File: src/rtl/bus_response_mux.sv
// -----------------------------------------------------------------------------
// bus_response_mux
//
// Routes a single-master read request to one of eight slaves and returns the
// selected slave's response (or an error) to the master.
//
// The top SLAVE_ADDR_WIDTH bits of m_addr pick the slave. The selected slave
// sees a one-hot s_req for as long as the transaction is outstanding. The
// master gets exactly one m_rdy pulse per accepted request. The pulse carries
// one of three results:
//   - the slave's read data with m_err=0, when s_rdy[idx] arrives in time;
//   - zero data with m_err=1, when TIMEOUT cycles pass without s_rdy[idx];
//   - zero data with m_err=1, one cycle after the request, when the addressed
//     slave is absent from SLAVE_EN.
//
// Parameters
//   ADDR_WIDTH        master address width
//   DATA_WIDTH        read-data width per slave
//   SLAVE_ADDR_WIDTH  number of top address bits used as the slave index
//   TIMEOUT           WAIT cycles before an error response (2..255)
//   SLAVE_EN          per-slave present mask, bit k = slave k exists
//
// Ports
//   clk        in   rising-edge clock
//   rst        in   synchronous active-high reset
//   m_req      in   master request, sampled only in IDLE
//   m_addr     in   master address, sampled with m_req
//   m_rdy      out  one-cycle response strobe
//   m_err      out  error qualifier (zero unless m_rdy)
//   m_rd_data  out  response data (zero unless m_rdy)
//   s_req      out  one-hot request to the selected slave (WAIT only)
//   s_rdy      in   per-slave ready/done; only the selected bit is observed
//   s_rd_data  in   packed slave read data, slave k at [k*DATA_WIDTH +: DATA_WIDTH]
// -----------------------------------------------------------------------------
module bus_response_mux #(
  parameter int          ADDR_WIDTH       = 32,
  parameter int          DATA_WIDTH       = 32,
  parameter int          SLAVE_ADDR_WIDTH = 3,
  parameter int          TIMEOUT          = 16,
  parameter logic [7:0]  SLAVE_EN         = 8'hFF
) (
  input  logic                    clk,
  input  logic                    rst,
  input  logic                    m_req,
  input  logic [ADDR_WIDTH-1:0]   m_addr,
  output logic                    m_rdy,
  output logic                    m_err,
  output logic [DATA_WIDTH-1:0]   m_rd_data,
  output logic [7:0]              s_req,
  input  logic [7:0]              s_rdy,
  input  logic [8*DATA_WIDTH-1:0] s_rd_data
);

  localparam int         NUM_SLAVES = 8;
  localparam int         CNT_W      = 8;
  // Last WAIT cycle in which a missing ready turns into a timeout.
  localparam logic [CNT_W-1:0] TO_LAST = CNT_W'(TIMEOUT - 1);

  typedef enum logic [1:0] {
    IDLE = 2'd0,
    WAIT = 2'd1,
    RESP = 2'd2
  } state_t;

  // ---------------------------------------------------------------------------
  // State and output registers
  // ---------------------------------------------------------------------------
  state_t                      state_q, state_d;
  logic [SLAVE_ADDR_WIDTH-1:0] idx_q, idx_d;
  logic [CNT_W-1:0]            cnt_q, cnt_d;
  logic [NUM_SLAVES-1:0]       s_req_q, s_req_d;
  logic                        m_rdy_q, m_rdy_d;
  logic                        m_err_q, m_err_d;
  logic [DATA_WIDTH-1:0]       m_rd_data_q, m_rd_data_d;

  // ---------------------------------------------------------------------------
  // Slave-side unpacking and request decode
  // ---------------------------------------------------------------------------
  logic [DATA_WIDTH-1:0]       slice_data [NUM_SLAVES];
  logic [SLAVE_ADDR_WIDTH-1:0] req_idx;
  logic [NUM_SLAVES-1:0]       req_onehot;
  logic                        req_present;
  logic                        sel_rdy;
  logic [DATA_WIDTH-1:0]       sel_data;
  logic                        timeout_hit;

  // Low address bits carry no routing information for this block.
  logic unused_addr_bits;
  assign unused_addr_bits = ^m_addr[ADDR_WIDTH-SLAVE_ADDR_WIDTH-1:0];

  assign req_idx     = m_addr[ADDR_WIDTH-1 -: SLAVE_ADDR_WIDTH];
  assign req_present = SLAVE_EN[req_idx];

  for (genvar gi = 0; gi < NUM_SLAVES; gi++) begin : g_slave
    assign slice_data[gi] = s_rd_data[gi*DATA_WIDTH +: DATA_WIDTH];
    assign req_onehot[gi] = (req_idx == SLAVE_ADDR_WIDTH'(gi));
  end

  // Only the captured slave's ready and data are ever looked at; ready from
  // any other slave is ignored by construction.
  assign sel_rdy     = s_rdy[idx_q];
  assign sel_data    = slice_data[idx_q];
  assign timeout_hit = (cnt_q == TO_LAST);

  // ---------------------------------------------------------------------------
  // Next-state logic
  //   Output registers default to zero so m_rdy/m_err/m_rd_data and s_req
  //   are only nonzero in the cycle(s) that explicitly set them.
  // ---------------------------------------------------------------------------
  always_comb begin
    state_d     = state_q;
    idx_d       = idx_q;
    cnt_d       = cnt_q;
    s_req_d     = '0;
    m_rdy_d     = 1'b0;
    m_err_d     = 1'b0;
    m_rd_data_d = '0;

    case (state_q)
      IDLE: begin
        if (m_req) begin
          idx_d = req_idx;
          if (req_present) begin
            state_d = WAIT;
            s_req_d = req_onehot;
            cnt_d   = '0;
          end else begin
            // Absent slave: answer with an error right away, never touch s_req.
            state_d = RESP;
            m_rdy_d = 1'b1;
            m_err_d = 1'b1;
          end
        end
      end

      WAIT: begin
        // Ready is checked before the timeout so a ready arriving in the
        // last allowed cycle still returns data.
        if (sel_rdy) begin
          state_d     = RESP;
          m_rdy_d     = 1'b1;
          m_rd_data_d = sel_data;
          cnt_d       = '0;
        end else if (timeout_hit) begin
          state_d = RESP;
          m_rdy_d = 1'b1;
          m_err_d = 1'b1;
          cnt_d   = '0;
        end else begin
          cnt_d   = cnt_q + 1'b1;
          s_req_d = s_req_q;
        end
      end

      RESP: begin
        state_d = IDLE;
      end

      default: begin
        state_d = IDLE;
      end
    endcase
  end

  // ---------------------------------------------------------------------------
  // Registers
  // ---------------------------------------------------------------------------
  always_ff @(posedge clk) begin
    if (rst) begin
      state_q     <= IDLE;
      idx_q       <= '0;
      cnt_q       <= '0;
      s_req_q     <= '0;
      m_rdy_q     <= 1'b0;
      m_err_q     <= 1'b0;
      m_rd_data_q <= '0;
    end else begin
      state_q     <= state_d;
      idx_q       <= idx_d;
      cnt_q       <= cnt_d;
      s_req_q     <= s_req_d;
      m_rdy_q     <= m_rdy_d;
      m_err_q     <= m_err_d;
      m_rd_data_q <= m_rd_data_d;
    end
  end

  assign m_rdy     = m_rdy_q;
  assign m_err     = m_err_q;
  assign m_rd_data = m_rd_data_q;
  assign s_req     = s_req_q;

endmodule

File: config.mk
export PLATFORM = sky130hd
export DESIGN_NAME = bus_response_mux
export DESIGN_NICKNAME = d
export VERILOG_FILES = /design/src/rtl/bus_response_mux.sv
export SDC_FILE = /design/constraint.sdc
export NUM_CORES = 1
export LEC_CHECK = 0
export ABC_AREA = 0
export CORE_AREA = 5 5 128 130
export CTS_BUF_LIST = sky130_fd_sc_hd__clkbuf_4 sky130_fd_sc_hd__clkbuf_8 sky130_fd_sc_hd__clkbuf_16
export CTS_CLUSTER_DIAMETER = 120
export DETAILED_ROUTE_END_ITERATION = 10
export DIE_AREA = 0 0 133 135
export GPL_TIMING_DRIVEN = 0
export PLACE_DENSITY_LB_ADDON = 0.1
export SYNTH_ARGS = -nofsm -noshare
export SYNTH_HDL_FRONTEND = slang
export SYNTH_SLANG_ARGS = --single-unit
File: constraint.sdc
create_clock -name clk -period 1.76 [get_ports clk]
set_clock_uncertainty 0.05 [all_clocks]
set_input_delay 0.44 -clock clk [delete_from_list [all_inputs] [get_ports clk]]
set_output_delay 0.44 -clock clk [all_outputs]
set_load 0.01 [all_outputs]
==> results.toml, run 1 <==
[synth]
synth.area.top_cells = "mux4_2 39%, dfxtp_1 30%, mux2i_1 9.8%"
synth_largest_area_cell = "mux4_2"
synth-edff-count = 0
synth.most_common_cell = "mux4_2"
synthCells = 297
seq_area_frac_synth_pct = 29.83
synth_top_cell_area_share_pct = 39.05
yosysWarnings = 0
synth_cell_types = 32
synth_seq_cells = 55
syn_avg_cell_area_sq_um = 12.43
syn_nets = 597
synth.top_cells.by_count = "64 x mux4_2, 55 x dfxtp_1, 48 x nor2_1"
syn_area_sq_mm = 0.003691
ys.flop_type = "dfxtp_1"
async_flop_share_pct = 0

[pwr]
power.density_mw_per_mm2 = 517.6
share_seq_of_total_power_pct = 32.5
swShare_pct = 25.01
combPwrFrac_pct = 38.4
leakage_nw = 2.679
power_frac_clock_pct = 29.1
switchingPower_mw = 1.005
intPower_mw = 3.014
ir_drop_v = 0.0003156
total_power_mw = 4.020

[clocking]
cts_root_buf = "clkbuf_16"
cts_buffer_depth = 2
clock_latency_ps = 300
cts_sinks = 55
numCtsBuffers = 5
cts_tree = "built"
hold_buffers = 0
htreeDepth = 2
clkSlewWorstSetupHoldPaths_ps = 70

[sta]
period_minus_slack_ps = 1869
worstMarginPinSlew_ps = 841.9
fin_crit_sh_pct = 106.2
relSlewSlack_pct = 43.87
final_max_slew_viol_count = 0
finalSetupViolCount = 34
fmax_ghz = 0.5349
hold_violations = 0
tns_ps = -2629
worst_slack_ps = -109.4
grt_setup_unrepaired = "true"

[worst_setup_path]
criticalPathCategory = "input port to flip-flop"
worst_r2r_endpoint = "m_rd_data[18]"
r2r_slack_ps = -80
rr_worst_depth = 8
path_max_fanout = 7
worstPathRequired_ps = 1950
timing.rr.start = "idx_q[0]"
crit_end = "m_rd_data[18]"
end_kind = "flip-flop"
crit_path_start = "s_rdy[2]"
arrival_ps = 2060
crit_path_start_kind = "input port"

[status]
violations = "setup timing"
status = "finished, violations left"

[die]
fp.dieW_microns = 133
core_area_sq_mm = 0.01503
fp.dieArea_sq_mm = 0.01796
start_util_pct = 24.55
io_pins = 341
rows = 45
die_y_microns = 135

[grt]
grt_max_degree = 18
gr-usage-all-layers_pct = 18.89
grt_pass1_vias = 4499
grt_pass1_wl_mm = 25.72
grt_overflow = 0
antenna_found_initial = 4

[detailed_routing]
routed_wl_mm = 17.68
drt_iter0_drc = 136
via_per_inst = 4.763
wl_per_cell_microns = 21.62
dr.pass1.iters = 4
route.detailed.drc = 0
vias = 3896
antenna_left = 0

[place]
io_buffer_count = 311
globalplace.congestion = 0.8096
hpwl_mm = 14.82
dpl_cell_area_sq_mm = 0.007039

[cells_and_area]
area_delta_synth_final_pct = 110.4
design_area_sq_mm = 0.007766
drive_gt1_share_pct = 25.56
multi_input_area_sq_mm = 0.002710
regArea_sq_mm = 0.001106
fin_nets = 925
num-fill-cells = 1341

[hold_path]
hp-class = "flip-flop to flip-flop"

[job]
drv_cap = 0
==> through the flow <==
step	cells	utilization, %	setup slack (ps)	hold slack, ps
final	818	51.66	-109.4	416.9
after CTS	811	49.26	-53.43	425.2
after global routing	818	51.66	-133.0	438.6
after global placement	796	46.82	-450.0	418.8
after floorplan	297	-	86.95	416.3
after detailed placement	796	46.82	-502.9	415.3
==> worst min path at each step <==
stage / slack, ps / cells after the start / startpoint / endpoint
3_5_place_dp: 420 / 2 / s_req[3] / s_req[3]
6_report: 420 / 2 / s_req[3] / s_req[3]
2_1_floorplan: 420 / 2 / cnt_q[2] / cnt_q[2]
4_1_cts: 430 / 2 / s_req[7] / s_req[7]
3_3_place_gp: 420 / 2 / s_req[7] / s_req[7]
5_1_grt: 440 / 2 / s_req[3] / s_req[3]
==> power by group through the flow <==
| stage | clock network [mW] | registers, mW | logic [mW] |
|---|---|---|---|
| after floorplan | 0 | 1.34 | 0.583 |
| after global placement | 0 | 1.33 | 1.37 |
| after detailed placement | 0 | 1.33 | 1.39 |
| after CTS | 1.22 | 1.30 | 1.46 |
| after global routing | 1.27 | 1.31 | 1.65 |
| final | 1.17 | 1.31 | 1.54 |
==> cells by family after synthesis <==
kind of cell,Yosys count,synth area share (%)
AO/OA/AOI/OAI,26,5.085
XOR/XNOR,4,0.9493
adder cells (fa/ha/maj),1,0.3389
buffers and inverters,27,4.407
flip-flops,55,29.83
multiplexers,100,48.81
AND/OR/NAND/NOR,84,10.58
==> what timing repair did <==
item | 4_1_cts | 5_1_grt
gates resized for setup | 46 | 77
setup buffers | 6 | 1
setup endpoints to repair | 48 | 53
pin swaps | 10 | 19
gates cloned | 1 | 3
==> layout by cell type (no fill, tap or decap), types with 7 or more instances in the layout <==
cell type,n
buf_4,10
clkbuf_16,8
clkdlybuf4s50_1,305
dfxtp_1,53
mux2i_1,27
mux4_2,64
nand2_1,7
nand3_1,8
nor2_1,21
nor2_2,16
nor2_4,11
==> cell type report <==
type	instances	share of cell area, %
sequential	55	14.24
multi-input combinational	215	34.90
clock buffer	6	1.708
clock inverter	2	0.4994
timing repair buffer	322	42.02
antenna	4	0.1289
tap	188	3.029
buffer	26	3.480
==> registers in the layout, summed over array words and instances, names as in the netlist <==
name	flops
cnt_q	8
idx_q	3
m_err	1
m_rd_data	32
m_rdy	1
s_req	8
state_q	2
==> worst max-delay path: stages <==
cell and delay [ps]:
clkdlybuf4s50_1 500, mux2i_4 90, nand3b_4 110, nand4_4 100, or3_4 390, buf_12 160
clkbuf_16 160, nor2_2 100
==> metal layers <==
layer  track usage, %  routed length [microns]  up-vias
li1                 -                        -     1837
met1            19.23                     6046     1844
met2            34.68                     9535      192
met3            7.563                     1705       23
met4            7.217                      397        0
met5                0                        0        -
Power figures use the tool's default switching activity.
==> run 2: changes to the inputs <==
- HOLD_SLACK_MARGIN: default -> 0.02
- PLACE_DENSITY: default -> 0.7
- PLACE_DENSITY_LB_ADDON: 0.1 -> default
- REMOVE_ABC_BUFFERS: default -> 1
==> run 2 against run 1 <==
Compared with the run above: total power fell by 3.9%; sequential share of layout area is 0.56 points higher; the flow still finishes with violations (setup timing); sequential power about the same; largest power group unchanged; largest cell class unchanged; combinational power fell by 3%; cell count fell by 1.6%.
==> results.toml, run 2 (same netlist as run 1, synthesis figures left out) <==
[worst_setup_path]
criticalPathCategory = "input port to flip-flop"
crit_path_start = "s_rdy[6]"
worst_r2r_endpoint = "m_rd_data[10]"
end_kind = "flip-flop"
rr_worst_depth = 7
worstPathRequired_ps = 1950
r2r_slack_ps = 0
arrival_ps = 1990
crit_path_start_kind = "input port"
timing.rr.start = "idx_q[0]"
path_max_fanout = 8

[pwr]
switchingPower_mw = 1.017
total_power_mw = 3.865
share_seq_of_total_power_pct = 33.8
swShare_pct = 26.31
power.density_mw_per_mm2 = 514.2
leakage_nw = 2.605
ir_drop_v = 0.0003433
combPwrFrac_pct = 38.7
power_frac_clock_pct = 27.4
intPower_mw = 2.848

[sta]
grt_setup_unrepaired = "true"
period_minus_slack_ps = 1799
relSlewSlack_pct = 29.28
fin_crit_sh_pct = 102.2
fmax_ghz = 0.5559
worstMarginPinSlew_ps = 1061
hold_violations = 0
worst_slack_ps = -38.92
final_max_slew_viol_count = 0
finalSetupViolCount = 1

[die]
io_pins = 341
fp.dieW_microns = 133
die_y_microns = 135
core_area_sq_mm = 0.01503
fp.dieArea_sq_mm = 0.01796
start_util_pct = 24.55
rows = 45

[detailed_routing]
vias = 4040
wl_met1_mm = 6.683
drt_iter0_drc = 148
routed_wl_mm = 18.51
wl_per_cell_microns = 23.00
highest_layer = "met5"
wl_met3_mm = 1.452
via_per_inst = 5.019
antenna_left = 0
dr_wl_met2_mm = 9.836
dr.pass1.iters = 4
route.detailed.drc = 0

[clocking]
clkSlewWorstSetupHoldPaths_ps = 70
cts_root_buf = "clkbuf_16"
cts_sinks = 55
hold_buffers = 0
cts_tree = "built"
clock_latency_ps = 310
cts_buffer_depth = 2
htreeDepth = 2
numCtsBuffers = 5

[cells_and_area]
largest_register_ffs = 32
area_delta_synth_final_pct = 103.6
final_common_cell = "clkdlybuf4s50_1"
final_cells = 805
fin_nets = 914
regArea_sq_mm = 0.001112
drive_gt1_share_pct = 21.30
num-fill-cells = 1338
final_cell_mix = "305 x clkdlybuf4s50_1, 64 x mux4_2, 52 x dfxtp_1"
multi_input_area_sq_mm = 0.002574
design_area_sq_mm = 0.007516

[grt]
grt_max_degree = 35
antenna_found_initial = 3
gr-usage-all-layers_pct = 19.83
grt_pass1_vias = 4362
grt_overflow = 0
grt_pass1_wl_mm = 26.45

[place]
dp.cells = 771
globalplace.congestion = 0.9244
hpwl_mm = 13.68
dpl_cell_area_sq_mm = 0.006933
io_buffer_count = 311

[hold_path]
hp-class = "flip-flop to flip-flop"
hold-path-endpoint = "s_req[7]"
worstHoldStart = "s_req[7]"
whs_path_depth = 2

[status]
violations = "setup timing"
status = "finished, violations left"

[job]
drv_cap = 0
==> run 2: area by class of cell <==
cell class,count,area share [%]
sequential,55,14.80
clock inverter,2,0.2164
multi-input combinational,218,34.24
clock buffer,6,1.765
antenna,2,0.06659
tap,188,3.130
timing repair buffer,334,45.78
==> run 2: worst max path at each step <==
stage	end	cells past startpoint
floorplan	m_rd_data[0]	5
global placement	m_rd_data[3]	5
detailed placement	m_rd_data[1]	6
CTS	m_rd_data[1]	4
global route	cnt_q[4]	7
finish	m_rd_data[10]	7
==> run 2: what timing repair did <==
| action | CTS | global route |
|---|---|---|
| pin swaps | 19 | 19 |
| gates cloned | 4 | 1 |
| setup buffers | 11 | 8 |
| setup endpoints to repair | 52 | 50 |
| resized for setup | 16 | 32 |
==> run 2: worst max-delay path, cell delays in order <==
cell and delay [ps]:
clkdlybuf4s50_1 490, mux2i_2 80, nand3_2 90, buf_4 120
nand4_4 120, or3_4 480, nor2_1 160
==> run 2: metal layers <==
layer | track usage (%) | up-vias
met5 | 0 | -
met4 | 6.120 | 2
met3 | 7.750 | 35
met2 | 34.65 | 194
met1 | 22.35 | 1992
li1 | - | 1817
==> run 2: power by group through the flow <==
| stage | registers (mW) | clock network, mW | logic [mW] |
|---|---|---|---|
| global route | 1.31 | 1.16 | 1.59 |
| CTS | 1.32 | 1.11 | 1.44 |
| global placement | 1.45 | 0 | 1.23 |
| floorplan | 1.43 | 0 | 0.484 |
| detailed placement | 1.41 | 0 | 1.26 |
| finish | 1.31 | 1.06 | 1.50 |
==> run 2: through the flow <==
stage / setup WS (ps) / setup TNS, ps / util, % / hold slack, ps
6_report: -38.92 / -38.92 / 50.00 / 431.0
5_1_grt: -87.70 / -1410 / 50.00 / 459.4
4_1_cts: -1.038 / -1.038 / 48.66 / 433.7
3_5_place_dp: -1418 / -61300 / 46.12 / 423.3
3_3_place_gp: -4026 / -201130 / 45.74 / 405.4
2_1_floorplan: -2683 / -136510 / - / 410.1
